### config.mk
export PLATFORM = sky130hd
export DESIGN_NAME = mcycle_control_flat
export DESIGN_NICKNAME = d
export VERILOG_FILES = /design/src/rtl/mcycle_control_if.sv /design/src/rtl/mcycle_control.sv /design/src/flat_wrapper.sv
export SDC_FILE = /design/constraint.sdc
export NUM_CORES = 1
export LEC_CHECK = 0
export CELL_PAD_IN_SITES_DETAIL_PLACEMENT = 0
export CELL_PAD_IN_SITES_GLOBAL_PLACEMENT = 1
export CORE_ASPECT_RATIO = 1.2
export CORE_MARGIN = 5
export CORE_UTILIZATION = 35
export CTS_CLUSTER_DIAMETER = 200
export DETAILED_ROUTE_END_ITERATION = 8
export PLACE_DENSITY_LB_ADDON = 0.1
export SLEW_MARGIN = 5
export SYNTH_ARGS = -nofsm -noshare
export SYNTH_HDL_FRONTEND = slang
export SYNTH_SLANG_ARGS = --single-unit
### constraint.sdc
create_clock -name clk -period 3.4 [get_ports clk]
set_clock_uncertainty 0.1 [all_clocks]
set_input_delay 0.34 -clock clk [delete_from_list [all_inputs] [get_ports clk]]
set_output_delay 0.34 -clock clk [all_outputs]
set_load 0.005 [all_outputs]
### src/rtl/mcycle_control_if.sv
// mcycle_control_if: instruction-handshake and datapath-control bundle
// between the multicycle control FSM and the rest of the CPU.
//   opcode, func    : instruction fields taken from the IR (inst[15:12], inst[5:0])
//   input_ready     : instruction-memory data-valid handshake
//   read_m          : instruction fetch request
//   ir_write        : IR load strobe
//   pc_write/pc_src : PC update strobe and source (0: pc+1, 1: jump target)
//   reg_write, reg_dst, alu_src, lhi : register-file / ALU controls
//   wwd_strobe      : output-port latch pulse
// modport master is the control unit, modport slave is the datapath side.
interface mcycle_control_if;
    logic [3:0] opcode;
    logic [5:0] func;
    logic       input_ready;
    logic       read_m;
    logic       ir_write;
    logic       pc_write;
    logic       pc_src;
    logic       reg_write;
    logic       reg_dst;
    logic       alu_src;
    logic       lhi;
    logic       wwd_strobe;

    modport master (
        input  opcode, func, input_ready,
        output read_m, ir_write, pc_write, pc_src,
               reg_write, reg_dst, alu_src, lhi, wwd_strobe
    );

    modport slave (
        output opcode, func, input_ready,
        input  read_m, ir_write, pc_write, pc_src,
               reg_write, reg_dst, alu_src, lhi, wwd_strobe
    );
endinterface

### src/rtl/mcycle_control.sv
// mcycle_control: multicycle CPU control FSM (IF -> ID -> EX -> WB, HALT).
// Ports:
//   clk        : clock
//   reset_cpu  : asynchronous active-high reset, forces IF and clears num_inst
//   cpu_enable : when low the FSM and counter freeze and every strobe is 0
//   bus        : instruction handshake and datapath controls (master side)
//   halted     : high while in HALT
//   state      : current state encoding (IF=0, ID=1, EX=2, WB=3, HALT=4)
//   num_inst   : count of completed instructions, wraps modulo 2^WORD_SIZE
// Control outputs are combinational from state, opcode and func; the IR
// holds opcode/func stable from ID through WB.
module mcycle_control #(
    parameter int WORD_SIZE = 16
) (
    input  logic                 clk,
    input  logic                 reset_cpu,
    input  logic                 cpu_enable,
    mcycle_control_if.master     bus,
    output logic                 halted,
    output logic [2:0]           state,
    output logic [WORD_SIZE-1:0] num_inst
);

    typedef enum logic [2:0] {
        S_IF   = 3'd0,
        S_ID   = 3'd1,
        S_EX   = 3'd2,
        S_WB   = 3'd3,
        S_HALT = 3'd4
    } state_t;

    state_t                 state_r;
    state_t                 state_next_s;
    logic [WORD_SIZE-1:0]   num_inst_r;

    logic is_op15_s, is_add_s, is_wwd_s, is_hlt_s, is_adi_s, is_lhi_s, is_jmp_s;
    logic strobe_en_s;
    logic read_m_s, ir_req_s, pc_req_s, pc_src_s, reg_req_s, reg_dst_s;
    logic alu_src_s, lhi_s, wwd_req_s, done_req_s;

    assign is_op15_s = (bus.opcode == 4'd15);
    assign is_add_s  = is_op15_s && (bus.func == 6'd0);
    assign is_wwd_s  = is_op15_s && (bus.func == 6'd28);
    assign is_hlt_s  = is_op15_s && (bus.func == 6'd29);
    assign is_adi_s  = (bus.opcode == 4'd4);
    assign is_lhi_s  = (bus.opcode == 6'd6);
    assign is_jmp_s  = (bus.opcode == 4'd9);

    // Reset is included so strobes drop the instant reset_cpu rises,
    // before the state register has been observed as IF downstream.
    assign strobe_en_s = cpu_enable & ~reset_cpu;

    // State register: frozen while cpu_enable is low.
    always_ff @(posedge clk or posedge reset_cpu) begin
        if (reset_cpu) begin
            state_r <= S_IF;
        end else if (cpu_enable) begin
            state_r <= state_next_s;
        end else begin
            state_r <= state_r;
        end
    end

    // Completed-instruction counter; natural wrap at all-ones.
    always_ff @(posedge clk or posedge reset_cpu) begin
        if (reset_cpu) begin
            num_inst_r <= {WORD_SIZE{1'b0}};
        end else if (cpu_enable && done_req_s) begin
            num_inst_r <= num_inst_r + WORD_SIZE'(1);
        end else begin
            num_inst_r <= num_inst_r;
        end
    end

    // Next-state and ungated control decode.
    always_comb begin
        state_next_s = state_r;
        read_m_s     = 1'b0;
        ir_req_s     = 1'b0;
        pc_req_s     = 1'b0;
        pc_src_s     = 1'b0;
        reg_req_s    = 1'b0;
        reg_dst_s    = 1'b0;
        alu_src_s    = 1'b0;
        lhi_s        = 1'b0;
        wwd_req_s    = 1'b0;
        done_req_s   = 1'b0;
        case (state_r)
            S_IF: begin
                read_m_s = 1'b1;
                if (bus.input_ready) begin
                    ir_req_s     = 1'b1;
                    state_next_s = S_ID;
                end else begin
                    state_next_s = S_IF;
                end
            end
            S_ID: begin
                if (is_jmp_s) begin
                    pc_req_s     = 1'b1;
                    pc_src_s     = 1'b1;
                    done_req_s   = 1'b1;
                    state_next_s = S_IF;
                end else if (is_wwd_s) begin
                    wwd_req_s    = 1'b1;
                    pc_req_s     = 1'b1;
                    done_req_s   = 1'b1;
                    state_next_s = S_IF;
                end else if (is_hlt_s) begin
                    done_req_s   = 1'b1;
                    state_next_s = S_HALT;
                end else if (is_add_s || is_adi_s || is_lhi_s) begin
                    state_next_s = S_EX;
                end else begin
                    // Invalid instruction: skip it without counting.
                    pc_req_s     = 1'b1;
                    state_next_s = S_IF;
                end
            end
            S_EX: begin
                alu_src_s    = is_adi_s;
                lhi_s        = is_lhi_s;
                state_next_s = S_WB;
            end
            S_WB: begin
                reg_req_s    = 1'b1;
                reg_dst_s    = is_add_s;
                alu_src_s    = is_adi_s;
                lhi_s        = is_lhi_s;
                pc_req_s     = 1'b1;
                done_req_s   = 1'b1;
                state_next_s = S_IF;
            end
            S_HALT: begin
                state_next_s = S_HALT;
            end
            default: begin
                state_next_s = S_IF;
            end
        endcase
    end

    assign bus.read_m     = read_m_s;
    assign bus.ir_write   = ir_req_s  & strobe_en_s;
    assign bus.pc_write   = pc_req_s  & strobe_en_s;
    assign bus.reg_write  = reg_req_s & strobe_en_s;
    assign bus.wwd_strobe = wwd_req_s & strobe_en_s;
    assign bus.pc_src     = pc_src_s;
    assign bus.reg_dst    = reg_dst_s;
    assign bus.alu_src    = alu_src_s;
    assign bus.lhi        = lhi_s;

    assign halted   = (state_r == S_HALT);
    assign state    = state_r;
    assign num_inst = num_inst_r;

endmodule

### src/flat_wrapper.sv
// flat-port wrapper written by rule: the top's interface ports become plain ports
module mcycle_control_flat 
#(
    parameter int WORD_SIZE = 16
)
  (clk, reset_cpu, cpu_enable, halted, state, num_inst, bus_opcode, bus_func, bus_input_ready, bus_read_m, bus_ir_write, bus_pc_write, bus_pc_src, bus_reg_write, bus_reg_dst, bus_alu_src, bus_lhi, bus_wwd_strobe);
  mcycle_control_if bus_i ();
  input  logic clk;
  input  logic reset_cpu;
  input  logic cpu_enable;
  output logic halted;
  output logic [2:0] state;
  output logic [WORD_SIZE-1:0] num_inst;
  input wire logic [$bits(bus_i.opcode)-1:0] bus_opcode;
  input wire logic [$bits(bus_i.func)-1:0] bus_func;
  input wire logic [$bits(bus_i.input_ready)-1:0] bus_input_ready;
  output wire logic [$bits(bus_i.read_m)-1:0] bus_read_m;
  output wire logic [$bits(bus_i.ir_write)-1:0] bus_ir_write;
  output wire logic [$bits(bus_i.pc_write)-1:0] bus_pc_write;
  output wire logic [$bits(bus_i.pc_src)-1:0] bus_pc_src;
  output wire logic [$bits(bus_i.reg_write)-1:0] bus_reg_write;
  output wire logic [$bits(bus_i.reg_dst)-1:0] bus_reg_dst;
  output wire logic [$bits(bus_i.alu_src)-1:0] bus_alu_src;
  output wire logic [$bits(bus_i.lhi)-1:0] bus_lhi;
  output wire logic [$bits(bus_i.wwd_strobe)-1:0] bus_wwd_strobe;
  assign bus_i.opcode = bus_opcode;
  assign bus_i.func = bus_func;
  assign bus_i.input_ready = bus_input_ready;
  assign bus_read_m = bus_i.read_m;
  assign bus_ir_write = bus_i.ir_write;
  assign bus_pc_write = bus_i.pc_write;
  assign bus_pc_src = bus_i.pc_src;
  assign bus_reg_write = bus_i.reg_write;
  assign bus_reg_dst = bus_i.reg_dst;
  assign bus_alu_src = bus_i.alu_src;
  assign bus_lhi = bus_i.lhi;
  assign bus_wwd_strobe = bus_i.wwd_strobe;
  mcycle_control #(.WORD_SIZE(WORD_SIZE)) u_core (.clk(clk), .reset_cpu(reset_cpu), .cpu_enable(cpu_enable), .bus(bus_i), .halted(halted), .state(state), .num_inst(num_inst));
endmodule
==> results of run 1 <==
## logic make-up after synthesis
family / Yosys count / synth area share (%)
AOI/OAI and AO/OA: 10 / 7.803
xor gates and xnor gates: 15 / 11.54
adders and majority gates: 2 / 1.978
buffers and inverters: 9 / 3.845
DFF: 19 / 41.76
muxes: 1 / 0.9889
and+or+nand+nor: 57 / 32.09
## routing by layer
metal  track usage (%)  share of wire [%]
met1             16.58                 42
met2             22.47                 49
met3             3.559                7.7
met4             4.953                1.3
met5                 0                  0
## worst max-delay path: stages
cell and delay, ps:
clkdlybuf4s50_1 500, and4bb_2 280, nand4_4 180, nor2_1 130
a31oi_1 50, a211oi_1 260, clkdlybuf4s50_1 550
## cell usage after synthesis (3+ instances only)
cell / n / area share (%)
nand3_1: 6 / 2.6
clkbuf_1: 3 / 0.99
nor3_2: 3 / 2.6
and3_1: 8 / 4.4
xor2_1: 3 / 2.3
nand2_1: 7 / 2.3
nor2_1: 7 / 2.3
xnor2_1: 12 / 9.2
nand4_1: 8 / 4.4
dfrtp_1: 19 / 42
and2_1: 3 / 1.6
## power by group through the flow
stage | combinational, mW | clock [mW] | sequential, mW
after floorplan | 0.112 | 0 | 0.277
after global placement | 0.194 | 0 | 0.297
after detailed placement | 0.198 | 0 | 0.300
after CTS | 0.198 | 0.118 | 0.296
after global routing | 0.213 | 0.124 | 0.304
final | 0.194 | 0.116 | 0.297
## flip-flops by register name (all words and copies together), names as in the netlist
| register | flops |
|---|---|
| u_core.num_inst | 16 |
| u_core.state | 3 |
## layout make-up
cell class	instances	area, µm²	share of cell area (%)
Clock buffer	4	26.28	1.637
Tap cell	36	45.04	2.806
Inverter	3	11.26	0.7015
Sequential cell	19	475.5	29.62
Timing Repair Buffer	43	427.9	26.66
Multi-Input combinational cell	85	619.3	38.58
## stage by stage
step / total power, mW / area (µm²)
global route: 0.6422 / 1605
detailed placement: 0.4985 / 1579
CTS: 0.6129 / 1605
global placement: 0.4917 / 1579
floorplan: 0.3893 / 1139
finish: 0.6070 / 1605
## worst max-delay path by stage
stage | from | end | slack, ps | cells after the start
2_1_floorplan | bus_func[5] | bus_pc_write | 1720 | 5
6_report | bus_opcode[1] | bus_pc_write | 680 | 7
5_1_grt | bus_opcode[1] | bus_pc_write | 540 | 7
3_5_place_dp | bus_opcode[1] | bus_pc_write | 700 | 7
4_1_cts | bus_opcode[1] | bus_pc_write | 690 | 7
3_3_place_gp | bus_opcode[1] | bus_pc_write | 710 | 7
==> impl_results.md, run 1 <==
* Outcome: complete, no violations
* Layout area overhead at 40.99%
* Starting DRC count in detailed routing at 38
* Fillers at slightly above 300
* CP endpoint kind: output port
* Post-layout nets at 170
* Clock Path Buffers at 2
* Most common cell after layout, fill and taps aside: clkdlybuf4s50_1
* Non-filler instance count after layout at between 150 and 200
* Ys flop type: dfrtp_1
* Synth Instances at ~110
* Pwr/cell area at 378.1 nW/µm²
* CTS Buf Count at 3
* Setup ws final at between 600 and 700 ps
* Worst slack, placed at between 700 and 800 ps
* DRC at 0
* Setup TNS at 0 ps
* Dpl hpwl at between 2000 and 2500 µm
* H-tree Lvls at 1
* Vias/cell at around 5.3
* Internal power at slightly above 400 µW
* Pins over their slew limit at 0
* Std-Cell Core Area at just over 3000 µm²
* R2r endpoint: u_core.num_inst[1]
* Worst skew pair latency at 290 ps
* FF-to-FF path depth at 3
* Worst slew pin tran at ~400 ps
* Placed insts at between 150 and 200
* Arr. time, crit path at roughly 2300 ps
* Ant. Diodes at 0
* Post-synthesis register bit count at 19
* Root Driver: clkbuf_4
* Hold_buf cts at 0
* Vias in the first global route at between 1000 and 1500
* Syn avg cell area at a little over 10 µm²
* Ys async rst share at 100.0%
* Maximum clock frequency at 0.3681 GHz
* # IOs at 43
* Final hold violation count at 0
* Die area at between 4000 and 5000 µm²
* Combinational share of power at between 30% and 40%
* Fin crit share at between 70% and 80%
* Clock share of power at 19.2%
* GRT Overall Usage at 13.62%
* Peak VDD IR at roughly 0.21 mV
* Largest net degree at the start of global routing at 13
* Hold/Removal Path Class: in -> async
* Max FO, Critical Path at 7
* GPL Wtd Cong at 0.8071
* Height of the die at a little over 70 µm
* Final worst path period need at approximately 2700 ps
* Initial Util at 36.60%
* Post-route ant nets at 0
* Critical Path RT at 2960 ps
* Syn. warnings at 0
* Critical Path Start Type: input port
* Layout cells sized above 1 at 9.091%
* Grt ovf at 0
* First-pass GRT wire length at 4698 µm
* Initial antenna violation count at 0
* Commonest cells after routing, fill and taps aside: 42 x clkdlybuf4s50_1, 19 x dfrtp_1, 12 x xnor2_1, 8 x and3_1, 8 x nand4_1
* IO Port Bufs at 42
* Count of different cell masters after synthesis at 38
* Util after Layout at just over 50%
* Sw frac at approximately a third
* Reg clk slew, reported paths at 120 ps
* WL/cell at roughly 15 µm
* Setup Fix Bufs, Post-CTS at 0
* Setup violations, final at 0
* Net Switching at between 150 and 200 µW
* Vias at between 1000 and 1500
* Number of enable flip-flop cells after synthesis at 0
* Sink Count at 19
* Setup slack, reg-to-reg at between 1500 and 2000 ps
* Pre-antenna DRT Iters at 4
* Hold slack at between 200 and 300 ps
* Leakage power at 0.6471 nW
* WS Path Type: in -> out
* Seq/Total Area, Yosys at about two fifths
* RSZ-0062 raised after global routing: no
* Syn Nets at about 130
* R2R Path Start: u_core.state[1]
* Post_cts resized at 0
* Worst slew margin at about three quarters
* Placement Rows at 22
* Die Wd at roughly 62 µm
* Cell area after synthesis at 1139 µm²
* CTS tree: done
* Total Wirelength at about 2800 µm
* Reg power frac at approximately half
* Max-cap check violation count at 0
(Power assumes the default switching activity.)
==> run 2, diff against run 1 <==
CORE_UTILIZATION = 29   (was 35)
clock period = 2.2 ns   (was 3.4 ns; I/O delays follow)
==> run 2 against run 1 <==
Effect of this change:
- count of clock-buffer cells in the layout stayed put
- via count is 5.1% higher
- non-clock buffer count is 12 higher
- combinational power is 69% higher
- core utilization is 6.0 points lower
- critical path type unchanged
- routed wire length is 8.2% higher
- die area is 17% higher
- largest power group unchanged
- worst hold slack better by 10 ps
- sequential share of layout area is 2.6 points lower
- power is 71% higher
==> impl_results.md, run 2 (synthesized netlist as in run 1, its figures left out) <==
* Worst skew pair latency at 250 ps (was 290 ps)
* R2r endpoint: u_core.num_inst[10] (was u_core.num_inst[1])
* Sink Count at 19 (unchanged)
* GRT Overall Usage at 11.84% (was 13.62%)
* CTS Buf Count at 3 (unchanged)
* Layout area overhead at 55.49% (was 40.99%)
* Initial antenna violation count at 0 (unchanged)
* Reg clk slew, reported paths at 80 ps (was 120 ps)
* R2R Path Start: u_core.state[2] (was u_core.state[1])
* # IOs at 43 (unchanged)
* Internal power at 712.4 µW (was 407.9 µW)
* Max FFs per register at 16 (unchanged)
* Multi-input gate area at 636.9 µm² (was 619.3 µm²)
* Maximum clock frequency at 0.4750 GHz
* First-pass GRT wire length at 4905 µm (was 4698 µm)
* Height of the die at 78.64 µm (was 72.48 µm)
* Vias/cell at 4.850 (was 5.342)
* CTS tree: done (unchanged)
* Die area at 5285 µm² (was 4498 µm²)
* Dpl cell area at 1697 µm² (was 1579 µm²)
* Critical Path RT at 1880 ps (was 2960 ps)
* Worst slew margin at 78.16% (was 73.44%)
* Pre-antenna DRT Iters at 4 (unchanged)
* H-tree Lvls at 1 (unchanged)
* Final worst path period need at roughly 2100 ps
* GPL Wtd Cong at 0.7719 (was 0.8071)
* Post-route ant nets at 0 (unchanged)
* Setup ws final at 94.87 ps (was 683.6 ps)
* Outcome: complete, no violations (unchanged)
* Setup violations, final at 0 (unchanged)
* IO Port Bufs at 42 (unchanged)
* Clock Path Buffers at 2 (unchanged)
* Clock share of power at 23.8% (was 19.2%)
* Critical Path Start Type: input port (unchanged)
* Net Switching at 323.9 µW (was 199.1 µW)
* Peak VDD IR at 0.1757 mV (was 0.2084 mV)
* Initial Util at 29.35% (was 36.60%)
* Root Driver: clkbuf_8 (was clkbuf_4)
* CP endpoint kind: output port (unchanged)
* Fillers at 405 (was 304)
* Reg power frac at 44.5% (was 48.9%)
* Arr. time, crit path at 1790 ps (was 2280 ps)
* DRC at 0 (unchanged)
* Commonest cells after routing, fill and taps aside: 37 x clkdlybuf4s50_1, 17 x dfrtp_1, 12 x xnor2_1, 12 x buf_4 (was 42 x clkdlybuf4s50_1, 19 x dfrtp_1, 12 x xnor2_1, 8 x and3_1, 8 x nand4_1)
* Hold_buf cts at 0 (unchanged)
* Placement Rows at 25 (was 22)
* Std-Cell Core Area at 3879 µm² (was 3110 µm²)
* Most common cell after layout, fill and taps aside: clkdlybuf4s50_1 (unchanged)
* Dpl hpwl at 2349 µm (was 2195 µm)
* Max-cap check violation count at 0 (unchanged)
* Worst slew pin tran at 327.6 ps (was 398.4 ps)
* Pwr/cell area at 585.3 nW/µm² (was 378.1 nW/µm²)
* Die Wd at 67.20 µm (was 62.07 µm)
* Vias in the first global route at 1073 (was 1006)
* WL/cell at 13.92 µm (was 14.91 µm)
* Sw frac at 31.25% (was 32.80%)
* Ant. Diodes at 0 (unchanged)
* Grt ovf at 0 (unchanged)
* Combinational share of power at 31.6% (was 32.0%)
* Register area at 478.0 µm² (was 475.5 µm²)
* Setup slack, reg-to-reg at 480 ps (was 1630 ps)
* Pins over their slew limit at 0 (unchanged)
* Worst slack, placed at -164.2 ps (was 705.0 ps)
* Hold/Removal Path Class: in -> async (unchanged)
* Post-layout nets at 182 (was 170)
* RSZ-0062 raised after global routing: no (unchanged)
* Max FO, Critical Path at 4 (was 7)
* Largest net degree at the start of global routing at 20 (was 13)
* WS Path Type: in -> out (unchanged)
* Final Cell Area at 1770 µm² (was 1605 µm²)
* Total Wirelength at 3063 µm (was 2832 µm)
* Vias at 1067 (was 1015)
* Leakage power at 0.7538 nW (was 0.6471 nW)
* Final hold violation count at 0 (unchanged)
* Util after Layout at 45.65% (was 51.61%)
* Layout cells sized above 1 at 19.28% (was 9.091%)
* Setup TNS at 0 ps (unchanged)
* FF-to-FF path depth at 6 (was 3)
* Starting DRC count in detailed routing at 30 (was 38)
* Fin crit share at roughly 96%
-- run 2: worst max-delay path, cell delays in order --
cell and delay, ps:
clkdlybuf4s50_1 460, nor2_1 120, nand2_1 110, nor3b_2 210
and2_1 150, clkdlybuf4s50_1 500
-- run 2: timing repair --
item / 4_1_cts / 5_1_grt
pin swaps: 2 / 1
buffers inserted: 1 / 0
hold endpoints to repair: 0 / 0
gates resized for setup: 6 / 5
endpoints found under the setup margin: 5 / 4
-- run 2: cell type report --
cell class | instances | area share (%)
Inverter | 3 | 0.6360
Tap cell | 54 | 3.816
Clock buffer | 4 | 2.544
Multi-Input combinational cell | 85 | 35.97
Sequential cell | 19 | 27.00
Timing Repair Buffer | 55 | 30.04
-- run 2: power by group through the flow --
| stage | combinational (mW) | sequential [mW] | clock, mW |
|---|---|---|---|
| 3_5_place_dp | 0.329 | 0.465 | 0 |
| 5_1_grt | 0.356 | 0.473 | 0.271 |
| 2_1_floorplan | 0.173 | 0.428 | 0 |
| 3_3_place_gp | 0.328 | 0.465 | 0 |
| 6_report | 0.328 | 0.461 | 0.247 |
| 4_1_cts | 0.333 | 0.459 | 0.254 |
-- run 2: per-stage QoR --
| step | instances | total power, mW | hold WS [ps] |
|---|---|---|---|
| floorplan | 113 | 0.6017 | 85.04 |
| finish | 220 | 1.036 | 306.0 |
| global route | 220 | 1.100 | 354.9 |
| CTS | 220 | 1.046 | 315.9 |
| global placement | 215 | 0.7934 | 357.7 |
| detailed placement | 215 | 0.7943 | 356.9 |
-- run 2: routing by layer --
metal	wire length, µm	track usage, %	share of wire, %
met1	1252	13.52	41
met2	1587	21.04	52
met3	165	2.146	5.4
met4	57	4.868	1.9
met5	0	0	0
-- run 2: how the worst max path moves through the flow --
| stage | startpoint | end | slack, ps | cells past startpoint |
|---|---|---|---|---|
| after global routing | bus_opcode[0] | bus_alu_src | 5 | 6 |
| after CTS | bus_opcode[2] | bus_reg_dst | 9 | 6 |
| after detailed placement | bus_opcode[2] | bus_wwd_strobe | -160 | 5 |
| after global placement | bus_opcode[1] | bus_wwd_strobe | -170 | 5 |
| after floorplan | u_core.state[2] | u_core.num_inst[4] | 600 | 6 |
| final | bus_opcode[0] | bus_lhi | 90 | 6 |
==> patch 1 (settings of run 1) <==
`WORD_SIZE` is set to 16 in 2 places; all go to 64.
--- a/src/rtl/mcycle_control.sv
+++ b/src/rtl/mcycle_control.sv
@@ -11,5 +11,5 @@
 // holds opcode/func stable from ID through WB.
 module mcycle_control #(
-    parameter int WORD_SIZE = 16
+    parameter int WORD_SIZE = 64
 ) (
     input  logic                 clk,
--- a/src/flat_wrapper.sv
+++ b/src/flat_wrapper.sv
@@ -2,5 +2,5 @@
 module mcycle_control_flat 
 #(
-    parameter int WORD_SIZE = 16
+    parameter int WORD_SIZE = 64
 )
   (clk, reset_cpu, cpu_enable, halted, state, num_inst, bus_opcode, bus_func, bus_input_ready, bus_read_m, bus_ir_write, bus_pc_write, bus_pc_src, bus_reg_write, bus_reg_dst, bus_alu_src, bus_lhi, bus_wwd_strobe);
Ports: changed (resized num_inst); port bits go from 43 to 91. The function was not compared with the original's and may differ.
==> patch 1 against run 1 <==
  * Largest cell class unchanged
  * Critical path depth did not move
  * Total power grew to 3.2 times the old value
  * Core utilization is 2.4 points lower
  * Sequential cell count increased by 48
  * First-iteration DRC count rose by 140%
  * Cell area rose to 3.1 times the old value
  * Routed wire length grew to 3.1 times the old value
  * Critical endpoint unchanged
  * Area after synthesis grew to 3.2 times the old value
  * Setup slack worse by 0.054 ns
  * Via count increased to 2.8 times the old value
  * Synthesized cell count grew to 2.9 times the old value
==> patch 1: results (changes against run 1) <==
global_route:
  grt_first_pass_wirelength_um: 14700  # +210%
  gr-usage-met2_pct: 25.3  # +2.8 points
  grt_usage_pct: 14.9  # +1.3 points
  use_met1_pct: 18.6  # +2.0 points
  first_global_vias: 2949  # +190%
setup_path:
  ff2ff_path_depth: 5  # +2
  critPathLaunch: "bus_func[0]"
  r2r-start: "u_core.num_inst[13]$_DFFE_PP0P_"
  worstPathMaxFanout: 4  # -3
  ff2ff_setup_slack_ns: 0.97  # -0.66 ns
  r2r-end: "u_core.num_inst[54]$_DFFE_PP0P_"
route:
  wl_per_cell_um: 15.5  # +4.3%
  drt_iter0_markers: 90  # +140%
  dr_total_vias: 2818  # +180%
synthesis:
  ys_seq_area_share_pct: 46.6  # +4.9 points
  ys_warn_count: 0  # unchanged
  synth_common_cells: "dfrtp_1 (67), xor2_1 (33), xnor2_1 (30)"
  syn_nets: 343  # +170%
  ys_types: 48  # +26%
  synth_area_leaders: "dfrtp_1 (47%), xor2_1 (8.0%), xnor2_1 (7.3%)"
clock_network:
  clkSlewWorstSetupHoldPaths_ns: 0.05  # -0.07 ns
  clk_latency_ns: 0.33  # +0.04 ns
  postCtsSetupRepairBufs: 0  # unchanged
  clk_path_buf_depth: 2  # unchanged
  ctsRootBufferMaster: "clkbuf_16"
  cts_max_level: 3  # +2
  cts_buffers: 9  # +6
placed_design:
  gp_congestion: 0.717  # -11%
  hpwl_um: 6470  # +190%
pwr:
  ir_drop_v: 0.000240  # +15%
  leakage_nw: 2.16  # +230%
cells_and_area:
  largest_register_ffs: 64  # +48
  final_layout_size_suffix_gt1_share_pct: 12.1  # +3.0 points
  nets: 440  # +160%
outcome:
  status: "completed"
==> patch 1: changes by cell type after synthesis, sizes merged, moves of 5 or more <==
cell and delta:
dfrtp +48, xor2 +30, nor3 +23, nand2 +20, xnor2 +18, nand3 +16
nor4 +13, nand4 +12, nor2 +11, inv +9, and4 +5, buf +5
==> patch 1: worst min-delay path by stage <==
stage	to	startpoint	slack, ns
4_1_cts	u_core.num_inst[63]$_DFFE_PP0P_	u_core.num_inst[63]$_DFFE_PP0P_	0.37
6_report	u_core.num_inst[63]$_DFFE_PP0P_	u_core.num_inst[63]$_DFFE_PP0P_	0.37
3_5_place_dp	u_core.num_inst[63]$_DFFE_PP0P_	u_core.num_inst[63]$_DFFE_PP0P_	0.36
5_1_grt	u_core.num_inst[63]$_DFFE_PP0P_	u_core.num_inst[63]$_DFFE_PP0P_	0.39
2_1_floorplan	u_core.state[0]$_DFFE_PP0P_	cpu_enable	0.33
3_3_place_gp	u_core.num_inst[63]$_DFFE_PP0P_	u_core.num_inst[63]$_DFFE_PP0P_	0.36
==> patch 1: per-layer routing <==
metal	vias up	part of all wire, %
li1	1364	-
met1	1391	43
met2	52	52
met3	11	3.4
met4	0	1.5
met5	-	0
==> patch 1: through the flow <==
stage	utilization (%)	worst slack (ns)	cell area [um2]	std cells	hold slack [ns]
2_1_floorplan	-	0.827	3600	328	0.333
3_3_place_gp	46.2	0.659	4640	540	0.360
3_5_place_dp	46.2	0.639	4640	540	0.362
4_1_cts	49.2	0.630	4950	556	0.372
5_1_grt	49.2	0.539	4950	556	0.389
6_report	49.2	0.629	4950	556	0.368
==> patch 1: final cells by class <==
| class | count | area (um2) |
|---|---|---|
| Fill cell | 959 | 5110 |
| Sequential cell | 67 | 1680 |
| Multi-Input combinational cell | 240 | 1810 |
| Inverter | 12 | 45.0 |
| Clock buffer | 12 | 256 |
| Timing Repair Buffer | 95 | 951 |
| Tap cell | 126 | 158 |
| Clock inverter | 4 | 48.8 |
==> patch 1: logic make-up after synthesis <==
logic type | synth area share [%]
DFF | 46.6
AOI/OAI and AO/OA | 2.96
and+or+nand+nor | 31.2
buffers and inverters | 2.96
adders and majority gates | 0.348
xor gates and xnor gates | 15.3
muxes | 0.591
==> patch 1: worst max-delay path: stages <==
cell             delay, ns
clkdlybuf4s50_1       0.47
or4_1                 0.54
nor3_1                0.21
nor2_1                0.11
a21oi_1               0.14
nor3_1                0.05
clkdlybuf4s50_1       0.47
==> patch 1: power by group <==
group | switching [W] | total (W) | leakage, nW | internal, W
Clock | 0.000342 | 0.000948 | 0.153 | 0.000606
Combinational | 0.0000674 | 0.000147 | 1.13 | 0.0000796
Sequential | 0.0000366 | 0.000852 | 0.879 | 0.000815
Total | 0.000446 | 0.00195 | 2.16 | 0.00150
==> patch 2 (flow settings as in run 1) <==
Without the edit above. Make the reset (`reset_cpu`) synchronous in 2 clocked blocks. Comments in the files are not updated.
--- a/src/rtl/mcycle_control.sv
+++ b/src/rtl/mcycle_control.sv
@@ -52,5 +52,5 @@
 
     // State register: frozen while cpu_enable is low.
-    always_ff @(posedge clk or posedge reset_cpu) begin
+    always_ff @(posedge clk) begin
         if (reset_cpu) begin
             state_r <= S_IF;
@@ -63,5 +63,5 @@
 
     // Completed-instruction counter; natural wrap at all-ones.
-    always_ff @(posedge clk or posedge reset_cpu) begin
+    always_ff @(posedge clk) begin
         if (reset_cpu) begin
             num_inst_r <= {WORD_SIZE{1'b0}};
Formal check against the unedited RTL: differs if reset_cpu is asserted again (counterexample within 4 cycles, from zero or initial values and one cycle with reset_cpu high); with reset_cpu held inactive, the same outputs for 10 cycles.
==> patch 2 against run 1 <==
  * Area after synthesis rose by 25%
  * Combinational power shrank 74%
  * Fmax decreased by 1.7%
  * Total power shrank 28%
  * Clock power up 37%
  * Largest power group unchanged
  * Sequential cell count did not move
  * Setup slack worse by 0.047 ns
  * Count of clock-buffer cells in the layout down 1
  * Routed wire length up 24%
  * Sequential share of layout area decreased by 9.6 points
  * Cell area grew 18%
==> patch 2: results (changes against run 1) <==
outcome:
  status: "completed"
clock_network:
  clk_latency_ns: 0.26  # -0.03 ns
setup_path:
  ff2ff_setup_slack_ns: 0.99  # -0.64 ns
  worstPathMaxFanout: 12  # +5
  r2r-end: "u_core.num_inst[12]$_SDFFE_PP0P_"
  r2r-start: "u_core.state[0]$_SDFFE_PP0P_"
placed_design:
  hpwl_um: 2680  # +22%
  place_ws_ns: 0.597  # -0.108 ns
synthesis:
  ys_async_sr_fraction_pct: 0  # -100 points
  synth_flop_cell: "dfxtp_1"
  synth_area_leaders: "dfxtp_1 (27%), a2111oi_4 (9.7%), mux2_1 (8.7%)"
  ys_seq_area_share_pct: 26.7  # -15 points
sta:
  worst_slew_pin_slew_ns: 0.615  # +0.216 ns
pwr:
  leakage_nw: 0.650  # +0.48%
cells_and_area:
  nets: 206  # +21%
route:
  route.met3.wl_um: 166  # -24%
  m1WireLength_um: 1490  # +24%
  drt-pass1-iter-count: 3  # -1
  wl_met2_um: 1820  # +33%
  via_per_inst: 5.12  # -4.1%
global_route:
  grt_usage_pct: 13.7  # +0.036 points
  grt_first_pass_wirelength_um: 5890  # +25%
  gr-usage-met2_pct: 25.2  # +2.7 points
  use_met1_pct: 15.4  # -1.2 points
  grt_max_degree: 33  # +20
==> patch 2: cell count changes after synthesis, moves of 5 or more <==
cell,before,now
a2111oi_4,0,5
nor2b_1,0,14
dfrtp_1,19,0
a21oi_2,0,5
dfxtp_1,0,19
mux2_1,0,11
and3_1,8,1
nor2_1,7,16
xnor2_1,12,0
==> patch 2: power groups by stage <==
| stage | logic, W | clock network, W | registers (W) |
|---|---|---|---|
| after detailed placement | 0.0000515 | 0 | 0.000231 |
| after global placement | 0.0000511 | 0 | 0.000231 |
| final | 0.0000513 | 0.000159 | 0.000226 |
| after global routing | 0.0000564 | 0.000171 | 0.000226 |
| after CTS | 0.0000519 | 0.000165 | 0.000226 |
| after floorplan | 0.0000254 | 0 | 0.000229 |
==> patch 2: worst min-delay path by stage <==
stage	start	endpoint	slack (ns)	cells past startpoint
2_1_floorplan	u_core.num_inst[1]$_SDFFE_PP0P_	u_core.num_inst[1]$_SDFFE_PP0P_	0.38	2
3_3_place_gp	u_core.num_inst[1]$_SDFFE_PP0P_	u_core.num_inst[1]$_SDFFE_PP0P_	0.38	2
3_5_place_dp	u_core.num_inst[1]$_SDFFE_PP0P_	u_core.num_inst[1]$_SDFFE_PP0P_	0.39	2
4_1_cts	u_core.num_inst[1]$_SDFFE_PP0P_	u_core.num_inst[1]$_SDFFE_PP0P_	0.40	2
5_1_grt	u_core.num_inst[1]$_SDFFE_PP0P_	u_core.num_inst[1]$_SDFFE_PP0P_	0.44	2
6_report	u_core.num_inst[1]$_SDFFE_PP0P_	u_core.num_inst[1]$_SDFFE_PP0P_	0.40	2
==> patch 2: logic make-up (layout without fill, tap and decap cells) <==
kind of cell / after synthesis / in the layout / share of synthesized area (%)
simple gates: 79 / 79 / 35.0
buf+inv: 15 / 51 / 5.71
fa+ha+maj: 1 / 1 / 0.878
flops: 19 / 19 / 26.7
mux: 15 / 15 / 11.8
compound gates: 25 / 25 / 19.9
==> patch 2: layout make-up <==
class	instances	area [um2]
fillers	407	2040
inverters	4	15.0
well taps	54	67.6
clock buffers	3	41.3
repair buffers	43	428
multi-input cells	120	963
clock inverters	1	5.00
flip-flops and latches	19	380
==> patch 2: critical path: cells and delay by family <==
kind | cells | cell delay, ns
compound gates | 2 | 0.28
simple gates | 2 | 0.69
buf+inv | 2 | 1.01
==> patch 2: metrics by stage <==
step                total power (W)  std cells  area (um2)
floorplan                  0.000255        154        1430
global placement           0.000282        240        1850
detailed placement         0.000283        240        1850
CTS                        0.000443        244        1900
global route               0.000453        244        1900
finish                     0.000436        244        1900
